$ cat src/rtl/jpeg_pkg.sv
// Shared JPEG decoder definitions: block geometry, YCbCr packing and the
// up-sampler state encoding.
package jpeg_pkg;

    // Block and MCU geometry.
    localparam int BLK_DIM   = 8;
    localparam int MCU_DIM   = 16;
    localparam int PIX_W     = 8;
    localparam int BLK_PIX   = BLK_DIM * BLK_DIM;   // 64 samples per 8x8 block
    localparam int CADDR_W   = 6;                    // address into a 64-entry block
    localparam int CNT_W     = 3;                    // x / y counter width (0..7)

    // Packed YCbCr output word: {Y, Cb, Cr}.
    localparam int Y_LSB     = 16;
    localparam int CB_LSB    = 8;
    localparam int CR_LSB    = 0;
    localparam int OUT_W     = 3 * PIX_W;

    // Up-sampler sequencing: load both chroma blocks, then stream the four Y blocks.
    typedef enum logic {
        LOAD_C   = 1'b0,
        STREAM_Y = 1'b1
    } state_t;

    // Chroma sample covering luma pixel (x, y) of block (bx, by) within the MCU:
    //   (by*4 + y>>1)*8 + (bx*4 + x>>1)
    // Every term is a power of two, so the sum is a plain bit concatenation.
    function automatic logic [CADDR_W-1:0] chroma_addr(
        input logic             by,
        input logic             bx,
        input logic [CNT_W-1:0] y,
        input logic [CNT_W-1:0] x
    );
        return {by, y[2:1], bx, x[2:1]};
    endfunction

endpackage

$ cat src/rtl/chroma_buf.sv
// 64x8 chroma block store: one synchronous write port, one combinational
// read port. Contents survive reset; only the load pointers in the parent
// are cleared.
module chroma_buf
    import jpeg_pkg::*;
(
    input  logic               clk,
    input  logic               we,
    input  logic [CADDR_W-1:0] waddr,
    input  logic [PIX_W-1:0]   wdata,
    input  logic [CADDR_W-1:0] raddr,
    output logic [PIX_W-1:0]   rdata
);

    logic [PIX_W-1:0] mem_q [BLK_PIX];

    // Write one chroma sample per accepted input beat.
    always_ff @(posedge clk) begin
        if (we) begin
            mem_q[waddr] <= wdata;
        end
    end

    assign rdata = mem_q[raddr];

endmodule

$ cat src/rtl/up_sampler.sv
// 4:2:0 chroma up-sampler for one 16x16 MCU. Buffers an 8x8 Cb and Cr block,
// then streams the four Y blocks and emits {Y, Cb, Cr} per pixel, each chroma
// sample covering a 2x2 luma footprint.
//
// Handshakes: every stream uses AXI4-Stream valid/ready. A beat transfers on a
// rising clk edge where tvalid && tready. A source holding tvalid keeps its
// tdata/tlast/tuser stable until the transfer; tready never depends on the
// same port's tvalid.
module up_sampler
    import jpeg_pkg::*;
#(
    parameter int IMG_WIDTH  = 256,
    parameter int IMG_HEIGHT = 256
) (
    input  logic             clk,
    input  logic             rst_n,

    input  logic [PIX_W-1:0] y_axis_tdata,
    input  logic             y_axis_tvalid,
    output logic             y_axis_tready,
    input  logic             y_axis_tlast,
    input  logic             y_axis_tuser,

    input  logic [PIX_W-1:0] cb_axis_tdata,
    input  logic             cb_axis_tvalid,
    output logic             cb_axis_tready,
    input  logic             cb_axis_tlast,
    input  logic             cb_axis_tuser,

    input  logic [PIX_W-1:0] cr_axis_tdata,
    input  logic             cr_axis_tvalid,
    output logic             cr_axis_tready,
    input  logic             cr_axis_tlast,
    input  logic             cr_axis_tuser,

    output logic [OUT_W-1:0] m_axis_tdata,
    output logic             m_axis_tvalid,
    input  logic             m_axis_tready,
    output logic             m_axis_tlast,
    output logic             m_axis_tuser,

    output logic             sync_err,
    output state_t           dbg_state
);

    // Image size only travels with the interface; catch nonsense values early.
    if (IMG_WIDTH < MCU_DIM || IMG_HEIGHT < MCU_DIM) begin : g_bad_image_size
        $error("up_sampler: image must be at least one MCU in each dimension");
    end

    localparam logic [CADDR_W-1:0] CNT_LAST = CADDR_W'(BLK_PIX - 1);
    localparam logic [CNT_W-1:0]   XY_LAST  = CNT_W'(BLK_DIM - 1);

    // ---------------------------------------------------------------------
    // State
    // ---------------------------------------------------------------------
    state_t             state_q,   state_d;
    logic [CADDR_W-1:0] cb_cnt_q,  cb_cnt_d;
    logic [CADDR_W-1:0] cr_cnt_q,  cr_cnt_d;
    logic               cb_full_q, cb_full_d;
    logic               cr_full_q, cr_full_d;
    logic [CNT_W-1:0]   x_q,       x_d;
    logic [CNT_W-1:0]   y_q,       y_d;
    logic               bx_q,      bx_d;
    logic               by_q,      by_d;
    logic [OUT_W-1:0]   m_data_q,  m_data_d;
    logic               m_valid_q, m_valid_d;
    logic               m_last_q,  m_last_d;
    logic               m_user_q,  m_user_d;
    logic               sync_err_q, sync_err_d;

    // ---------------------------------------------------------------------
    // Handshakes and chroma storage
    // ---------------------------------------------------------------------
    logic               cb_acc, cr_acc, y_acc;
    logic               y_first, y_last, mcu_last;
    logic [CADDR_W-1:0] c_addr;
    logic [PIX_W-1:0]   cb_rd, cr_rd;

    assign cb_axis_tready = (state_q == LOAD_C) && !cb_full_q;
    assign cr_axis_tready = (state_q == LOAD_C) && !cr_full_q;
    assign y_axis_tready  = (state_q == STREAM_Y) && (!m_valid_q || m_axis_tready);

    assign cb_acc = cb_axis_tvalid && cb_axis_tready;
    assign cr_acc = cr_axis_tvalid && cr_axis_tready;
    assign y_acc  = y_axis_tvalid  && y_axis_tready;

    // Position markers of the current Y pixel inside its 8x8 block and the MCU.
    assign y_first  = (x_q == '0) && (y_q == '0);
    assign y_last   = (x_q == XY_LAST) && (y_q == XY_LAST);
    assign mcu_last = y_last && bx_q && by_q;

    assign c_addr = chroma_addr(by_q, bx_q, y_q, x_q);

    chroma_buf u_cb_buf (
        .clk   (clk),
        .we    (cb_acc),
        .waddr (cb_cnt_q),
        .wdata (cb_axis_tdata),
        .raddr (c_addr),
        .rdata (cb_rd)
    );

    chroma_buf u_cr_buf (
        .clk   (clk),
        .we    (cr_acc),
        .waddr (cr_cnt_q),
        .wdata (cr_axis_tdata),
        .raddr (c_addr),
        .rdata (cr_rd)
    );

    // ---------------------------------------------------------------------
    // Next-state logic
    // ---------------------------------------------------------------------
    // Compute the next value of every register: chroma load, Y raster walk,
    // output stage and framing checks.
    always_comb begin
        state_d    = state_q;
        cb_cnt_d   = cb_cnt_q;
        cr_cnt_d   = cr_cnt_q;
        cb_full_d  = cb_full_q;
        cr_full_d  = cr_full_q;
        x_d        = x_q;
        y_d        = y_q;
        bx_d       = bx_q;
        by_d       = by_q;
        m_data_d   = m_data_q;
        m_valid_d  = m_valid_q;
        m_last_d   = m_last_q;
        m_user_d   = m_user_q;
        sync_err_d = 1'b0;

        // Chroma load: Cb and Cr fill independently; the 64th sample marks full.
        if (cb_acc) begin
            cb_cnt_d = cb_cnt_q + 1'b1;
            if (cb_cnt_q == CNT_LAST) begin
                cb_full_d = 1'b1;
            end
            if ((cb_axis_tuser != (cb_cnt_q == '0)) || (cb_axis_tlast != (cb_cnt_q == CNT_LAST))) begin
                sync_err_d = 1'b1;
            end
        end

        if (cr_acc) begin
            cr_cnt_d = cr_cnt_q + 1'b1;
            if (cr_cnt_q == CNT_LAST) begin
                cr_full_d = 1'b1;
            end
            if ((cr_axis_tuser != (cr_cnt_q == '0)) || (cr_axis_tlast != (cr_cnt_q == CNT_LAST))) begin
                sync_err_d = 1'b1;
            end
        end

        // Y walk: x innermost, then y, then block column, then block row.
        if (y_acc) begin
            if ((y_axis_tuser != y_first) || (y_axis_tlast != y_last)) begin
                sync_err_d = 1'b1;
            end
            x_d = x_q + 1'b1;
            if (x_q == XY_LAST) begin
                y_d = y_q + 1'b1;
                if (y_q == XY_LAST) begin
                    bx_d = ~bx_q;
                    if (bx_q) begin
                        by_d = ~by_q;
                    end
                end
            end
        end

        // Output stage: load on every Y accept, otherwise drain when taken.
        if (y_acc) begin
            m_valid_d                    = 1'b1;
            m_data_d[Y_LSB  +: PIX_W]    = y_axis_tdata;
            m_data_d[CB_LSB +: PIX_W]    = cb_rd;
            m_data_d[CR_LSB +: PIX_W]    = cr_rd;
            m_last_d                     = y_last;
            m_user_d                     = y_first;
        end else if (m_axis_tready) begin
            m_valid_d = 1'b0;
        end

        // Sequencing: stream once both chroma blocks are held, reload after the MCU.
        case (state_q)
            LOAD_C: begin
                if (cb_full_q && cr_full_q) begin
                    state_d = STREAM_Y;
                end
            end
            STREAM_Y: begin
                if (y_acc && mcu_last) begin
                    state_d   = LOAD_C;
                    cb_full_d = 1'b0;
                    cr_full_d = 1'b0;
                    cb_cnt_d  = '0;
                    cr_cnt_d  = '0;
                    x_d       = '0;
                    y_d       = '0;
                    bx_d      = 1'b0;
                    by_d      = 1'b0;
                end
            end
        endcase
    end

    // ---------------------------------------------------------------------
    // Registers
    // ---------------------------------------------------------------------
    // Register state, counters, output stage and the framing-error pulse.
    always_ff @(posedge clk or negedge rst_n) begin
        if (!rst_n) begin
            state_q    <= LOAD_C;
            cb_cnt_q   <= '0;
            cr_cnt_q   <= '0;
            cb_full_q  <= 1'b0;
            cr_full_q  <= 1'b0;
            x_q        <= '0;
            y_q        <= '0;
            bx_q       <= 1'b0;
            by_q       <= 1'b0;
            m_data_q   <= '0;
            m_valid_q  <= 1'b0;
            m_last_q   <= 1'b0;
            m_user_q   <= 1'b0;
            sync_err_q <= 1'b0;
        end else begin
            state_q    <= state_d;
            cb_cnt_q   <= cb_cnt_d;
            cr_cnt_q   <= cr_cnt_d;
            cb_full_q  <= cb_full_d;
            cr_full_q  <= cr_full_d;
            x_q        <= x_d;
            y_q        <= y_d;
            bx_q       <= bx_d;
            by_q       <= by_d;
            m_data_q   <= m_data_d;
            m_valid_q  <= m_valid_d;
            m_last_q   <= m_last_d;
            m_user_q   <= m_user_d;
            sync_err_q <= sync_err_d;
        end
    end

    assign m_axis_tdata  = m_data_q;
    assign m_axis_tvalid = m_valid_q;
    assign m_axis_tlast  = m_last_q;
    assign m_axis_tuser  = m_user_q;
    assign sync_err      = sync_err_q;
    assign dbg_state     = state_q;

endmodule
$ cat config.mk
export PLATFORM = sky130hd
export DESIGN_NAME = up_sampler
export DESIGN_NICKNAME = d
export VERILOG_FILES = /design/src/rtl/jpeg_pkg.sv /design/src/rtl/chroma_buf.sv /design/src/rtl/up_sampler.sv
export SDC_FILE = /design/constraint.sdc
export NUM_CORES = 1
export LEC_CHECK = 0
export CAP_MARGIN = 40
export CELL_PAD_IN_SITES_DETAIL_PLACEMENT = 0
export CELL_PAD_IN_SITES_GLOBAL_PLACEMENT = 1
export CORE_ASPECT_RATIO = 0.6
export CORE_MARGIN = 5
export CORE_UTILIZATION = 35
export DETAILED_ROUTE_END_ITERATION = 10
export PLACE_DENSITY_LB_ADDON = 0.1
export SLEW_MARGIN = 20
export SYNTH_ARGS = -nofsm -noshare
export SYNTH_HDL_FRONTEND = slang
export SYNTH_SLANG_ARGS = --single-unit
$ cat constraint.sdc
create_clock -name clk -period 5.4 [get_ports clk]
set_input_delay 0.81 -clock clk [delete_from_list [all_inputs] [get_ports clk]]
set_output_delay 0.81 -clock clk [all_outputs]
set_load 0.03 [all_outputs]
# == Word level (Yosys, flattened, before mapping) ==
# Memory sizes are Yosys's and may differ from the RTL's. A register that Yosys moved wholly into a read port is not among the register bits.
# Cells that the tools add are included.
# word_totals
reg_bits,51
memories,2
mem_bits_rw,1024
output_inout_bits,32
wordCells,106
# op_classes
n_eq_ne,10
add_sub_neg,4
mux,47
n_reduce_logical,26
bitwise,3
# memory_table
memory,words,width,read_ports,rd_clocked_by_memory_dff,write_ports,line_no,rtl
u_cb_buf.mem_q,64,8,1,1,1,chroma_buf.sv:15,logic [PIX_W-1:0] mem_q [BLK_PIX];
u_cr_buf.mem_q,64,8,1,1,1,chroma_buf.sv:15,
# op_table
op,n
$mux W6,6
$mux W1,33
$mux W3,7
$add A6 B1 Y6 const B,2
$eq A6 B6 Y1 const B,2
$logic_and A1 B1 Y1,12
$logic_not A6 Y1,2
$add A3 B1 Y3 const B,2
$eq A3 B3 Y1 const B,2
$logic_not A3 Y1,2
$ne A1 B1 Y1,6
$logic_not A1 Y1,5
$logic_or A1 B1 Y1,4
$not A1 Y1,3
$pmux W1 S2,1
$reduce_bool A2 Y1,1

# == Logic depth before layout (Yosys ltp) ==
# depth
word_depth,9
mapped_depth,10
ltp_nobuf,7

# == Modules after synthesis ==
# Synthesis repeated with hierarchy kept, for this count alone.
# hier_totals
cells_unflattened,2115
hier_area_um2,42359.4
# modules_own_cells
mod,n_inst,cells_per_inst,area_per_inst_um2
chroma_buf,2,932,20006.7
up_sampler,1,251,2346.0

# == Least setup slack after synthesis ==
# OpenSTA, ideal clock, no wires.
# synth_timing
path_kind,input-to-reg
from,input cr_axis_tvalid
to,"memory u_cr_buf.mem_q[39][0], enable pin"
cell_stages,3
arrival_ns,2.354
n_path_buf,0
path_slack_ns,2.648
t_required_ns,5.002
setup_ns,0.398
path_cell_list,and4bb_2 nand3_1 nor4b_1
# synth_via
elab_chain_len,3
# synth_lines
element,line_no,rtl
from (decl),up_sampler.sv:31,"input logic cr_axis_tvalid,"
$logic_and A1 B1 Y1,up_sampler.sv:85,assign cr_acc = cr_axis_tvalid && cr_axis_tready;
$mux W1,chroma_buf.sv:19,if (we) begin
$mux W1 (implied by the code),chroma_buf.sv:20,mem_q[waddr] <= wdata;
to (decl),chroma_buf.sv:15,
# Every way passes these cells.

# == Worst setup path in the final report ==
# layout_timing
from,input m_axis_tready
to,output y_axis_tready
# layout_via
elab_chain_len,2
# layout_lines
element,line_no,rtl
from (decl),up_sampler.sv:38,"input logic m_axis_tready,"
$logic_or A1 B1 Y1,up_sampler.sv:82,assign y_axis_tready = (state_q == STREAM_Y) && (!m_valid_q || m_axis_tready);
$logic_and A1 B1 Y1,up_sampler.sv:82,
to (decl),up_sampler.sv:20,"output logic y_axis_tready,"
# Every way passes these cells.

==> metrics <==
status=completed; CTS tree=yes; reg-to-reg startpoint=x_q[1]$_DFF_PN0_; Slew HR=39.54%; Final #Nets=2457; CP Capture Type=output port; Worst Reg-to-Reg Cells=6; # Post-CTS Setup Buffers=0; Placement Cell Area=0.04495 sq mm; Worst-path clk slew=0.06 ns; Max stage delay on crit path=0.71 ns; Setup TNS Final=0 ns; die area=0.1281 sq mm; combinational cell fraction of total power=19.0%; CTS Buf Count=103; overall power=0.02057 W; Ports=68; Min-Delay Endpoint=m_axis_tdata[17]$_DFFE_PN0N_; Tmin final=3.294 ns; Via Count=21630; worst skew pair latency=0.71 ns; simple-gate share of the synthesized area=4.171%; most common cell after layout, fill and taps aside=edfxtp_1; Layout fillers=10660; Hold Path Depth=2; synth warn=0; GPL Wtd Cong=0.7910; kind of critical path=in2out; Syn Area/Cell=18.82 sq um; first-pass GRT wire length=162700 um; Clock Power Share=35.2%; mux share of post-synthesis cell area=14.86%; P&R area growth vs syn=15.66%; final hold vios=0; critical-path cell list=clkdlybuf4s50_1, nand2b_1, and2_1, clkdlybuf4s50_1; sequential cell area fraction in the yosys report=75.72%; XOR/XNOR Fraction of Synth Area=0.3727%; Startpoint Class=input pin; Tot GR Track Use=17.72%; cell taking the most area after synthesis=edfxtp_1; final wirelength=115000 um; FP Rows=98; Yosys reg bits=1075; core box area=0.1196 sq mm; Initial Utilization=35.38%; post-route antenna net violation count=0; cell count after synthesis=2247; Distinct cells, synth=42; pin count of the biggest net entering global routing=85; initial DRC count=2056; RSZ-0062 raised after global routing=no; initial antenna violation count=9; Worst Path Max Fanout=4; vias in the first global route=21360; GRT overflow=0; multi-input logic area=0.009614 sq mm; Hold WC Path Type=reg2reg; Sw Ratio=28.16%; Synth area leaders=edfxtp_1 73%, mux4_2 7.7%, mux2i_1 7.2%; cell mode on critical path=clkdlybuf4s50_1; H-tree depth=3; die width=458.8 um; cell internal pwr=0.01478 W; Crit Reg-Reg Endpoint=m_axis_tdata[6]$_DFFE_PN0N_; root buffer cell=clkbuf_16; first-pass detailed-route iteration total=5; Final Cell Area=0.04892 sq mm; fmax=0.3036 GHz; Maximum Capacitance Violations=0; Reg power frac=45.8%; PortBufs=67; Worst Min Path Start=m_axis_tdata[17]$_DFFE_PN0N_; Psw=0.005792 W; Worst Max-Slew Pin Slew=0.9036 ns; CP max-delay cell=clkdlybuf4s50_1; period utilization=61.00%; dpl hpwl=73540 um; placed insts=3848; Synth Area in Adders=0.2958%; top-area cell type share of the netlist area=72.70%; CP Data Required Time=4.59 ns; CP Data Arrival Time=2.48 ns; r2r setup slk=2.29 ns; Power per Cell Area=420.4 mW/mm^2; Final Slew Violations=0; Die H=279.3 um; syn nets=2293; Layout Cells excl Fill=4101; maximum VDD drop=0.2336 mV; deepest clock path buffer count=3; DR vias/cell=5.275; Max Clock Skew=0.02568 ns; Pleak=14.83 nW; largest family of logic cells by synthesized area=multiplexers; Synth Area in Compound Gates=2.940%; wire per inst=28.04 um; commonest cells after routing, fill and taps aside=1024 x edfxtp_1, 304 x mux2i_1, 160 x nor2_1, 144 x mux4_2, 128 x a22oi_1; final setup vio count=0; layout cells sized above 1=18.06%; # DRC=0; worst hold margin=0.4875 ns; Register Area=0.03204 sq mm; Syn Std Cell Area=0.04230 sq mm; TritonCTS Sinks=1075
## how the worst max path moves through the flow
| stage | from | to | slack (ns) | cells past startpoint |
|---|---|---|---|---|
| 2_1_floorplan | cr_axis_tvalid | u_cr_buf.mem_q[39][0]$_DFFE_PP_ | 2.65 | 3 |
| 3_3_place_gp | cb_axis_tvalid | u_cb_buf.mem_q[47][1]$_DFFE_PP_ | 1.83 | 4 |
| 3_5_place_dp | cb_axis_tvalid | u_cb_buf.mem_q[31][0]$_DFFE_PP_ | 1.74 | 4 |
| 4_1_cts | dbg_state$_DFF_PN0_ | cr_axis_tready | 1.91 | 2 |
| 5_1_grt | dbg_state$_DFF_PN0_ | cr_axis_tready | 1.93 | 2 |
| 6_report | m_axis_tready | y_axis_tready | 2.11 | 4 |
## worst max-delay path, delay by kind of cell
| family | cells | cell delay, ns |
|---|---|---|
| simple gates | 2 | 0.52 |
| buf+inv | 2 | 1.15 |
## registers in the layout, indices dropped and copies added, names as in the netlist
register and count:
by_q 1, cb_full_q 1, bx_q 1, m_axis_tvalid 1
x_q 3, u_cb_buf.mem_q 512, cr_full_q 1, sync_err 1
m_axis_tuser 1, y_q 3, m_axis_tlast 1, cr_cnt_q 6
m_axis_tdata 24, dbg_state 1, u_cr_buf.mem_q 512, cb_cnt_q 6
## cell type report
| cell class | instances | area share, % |
|---|---|---|
| flip-flops and latches | 1075 | 65.49 |
| repair buffers | 187 | 3.885 |
| well taps | 1600 | 4.092 |
| clock buffers | 126 | 5.532 |
| clock inverters | 65 | 1.261 |
| inverters | 9 | 0.06905 |
| multi-input cells | 1035 | 19.65 |
| diodes | 4 | 0.02046 |
## power by group through the flow
stage	clock, W	combinational, W	sequential, W
floorplan	0	0.00210	0.00958
global placement	0	0.00380	0.00961
detailed placement	0	0.00391	0.00962
CTS	0.00743	0.00392	0.00944
global route	0.00778	0.00414	0.00944
finish	0.00724	0.00391	0.00942
## timing repair
action	CTS	global route
resized for setup	0	0
setup endpoints to repair	0	0
hold buffers	0	1
endpoints found under the hold margin	0	5
## per-stage QoR
step           setup slack, ns  utilization [%]
5_1_grt                  1.929            40.92
3_3_place_gp             1.827            37.33
6_report                 2.106            40.92
4_1_cts                  1.913            40.38
3_5_place_dp             1.742            37.60
2_1_floorplan            2.648                -
## metal layers
metal  global-route usage [%]  part of all wire (%)  vias to the layer above  routed length [um]
li1                         -                     -                     9373                   -
met1                    29.17                    51                    11510               58960
met2                    23.41                    40                      629               45870
met3                    4.191                   7.0                      122                8104
met4                    3.677                   1.8                        2                2049
met5                        0                 0.011                        -                  13
## kinds of logic after synthesis
group | Yosys count
adders and majority gates | 10
and+or+nand+nor | 385
AOI/OAI and AO/OA | 174
muxes | 448
DFF | 1075
xor gates and xnor gates | 18
buffers and inverters | 137
## Yosys cell counts (all sizes together)
master  number
a211o        1
a21o         1
a21oi       25
a22oi      128
a31oi        1
and2         3
and3         5
and4        16
and4bb       2
buf         67
clkbuf      61
dfrtp       51
edfxtp    1024
ha          10
inv          9
mux2i      304
mux4       144
nand2       77
nand2b       1
nand3       95
nand3b       4
nand4        1
nor2       161
nor2b        4
nor3         3
nor3b        1
nor4         1
nor4b        1
o211ai      16
o21a         2
or2          3
or3          3
or3b         4
xnor2        9
xor2         9
Power figures use the tool's default switching activity.
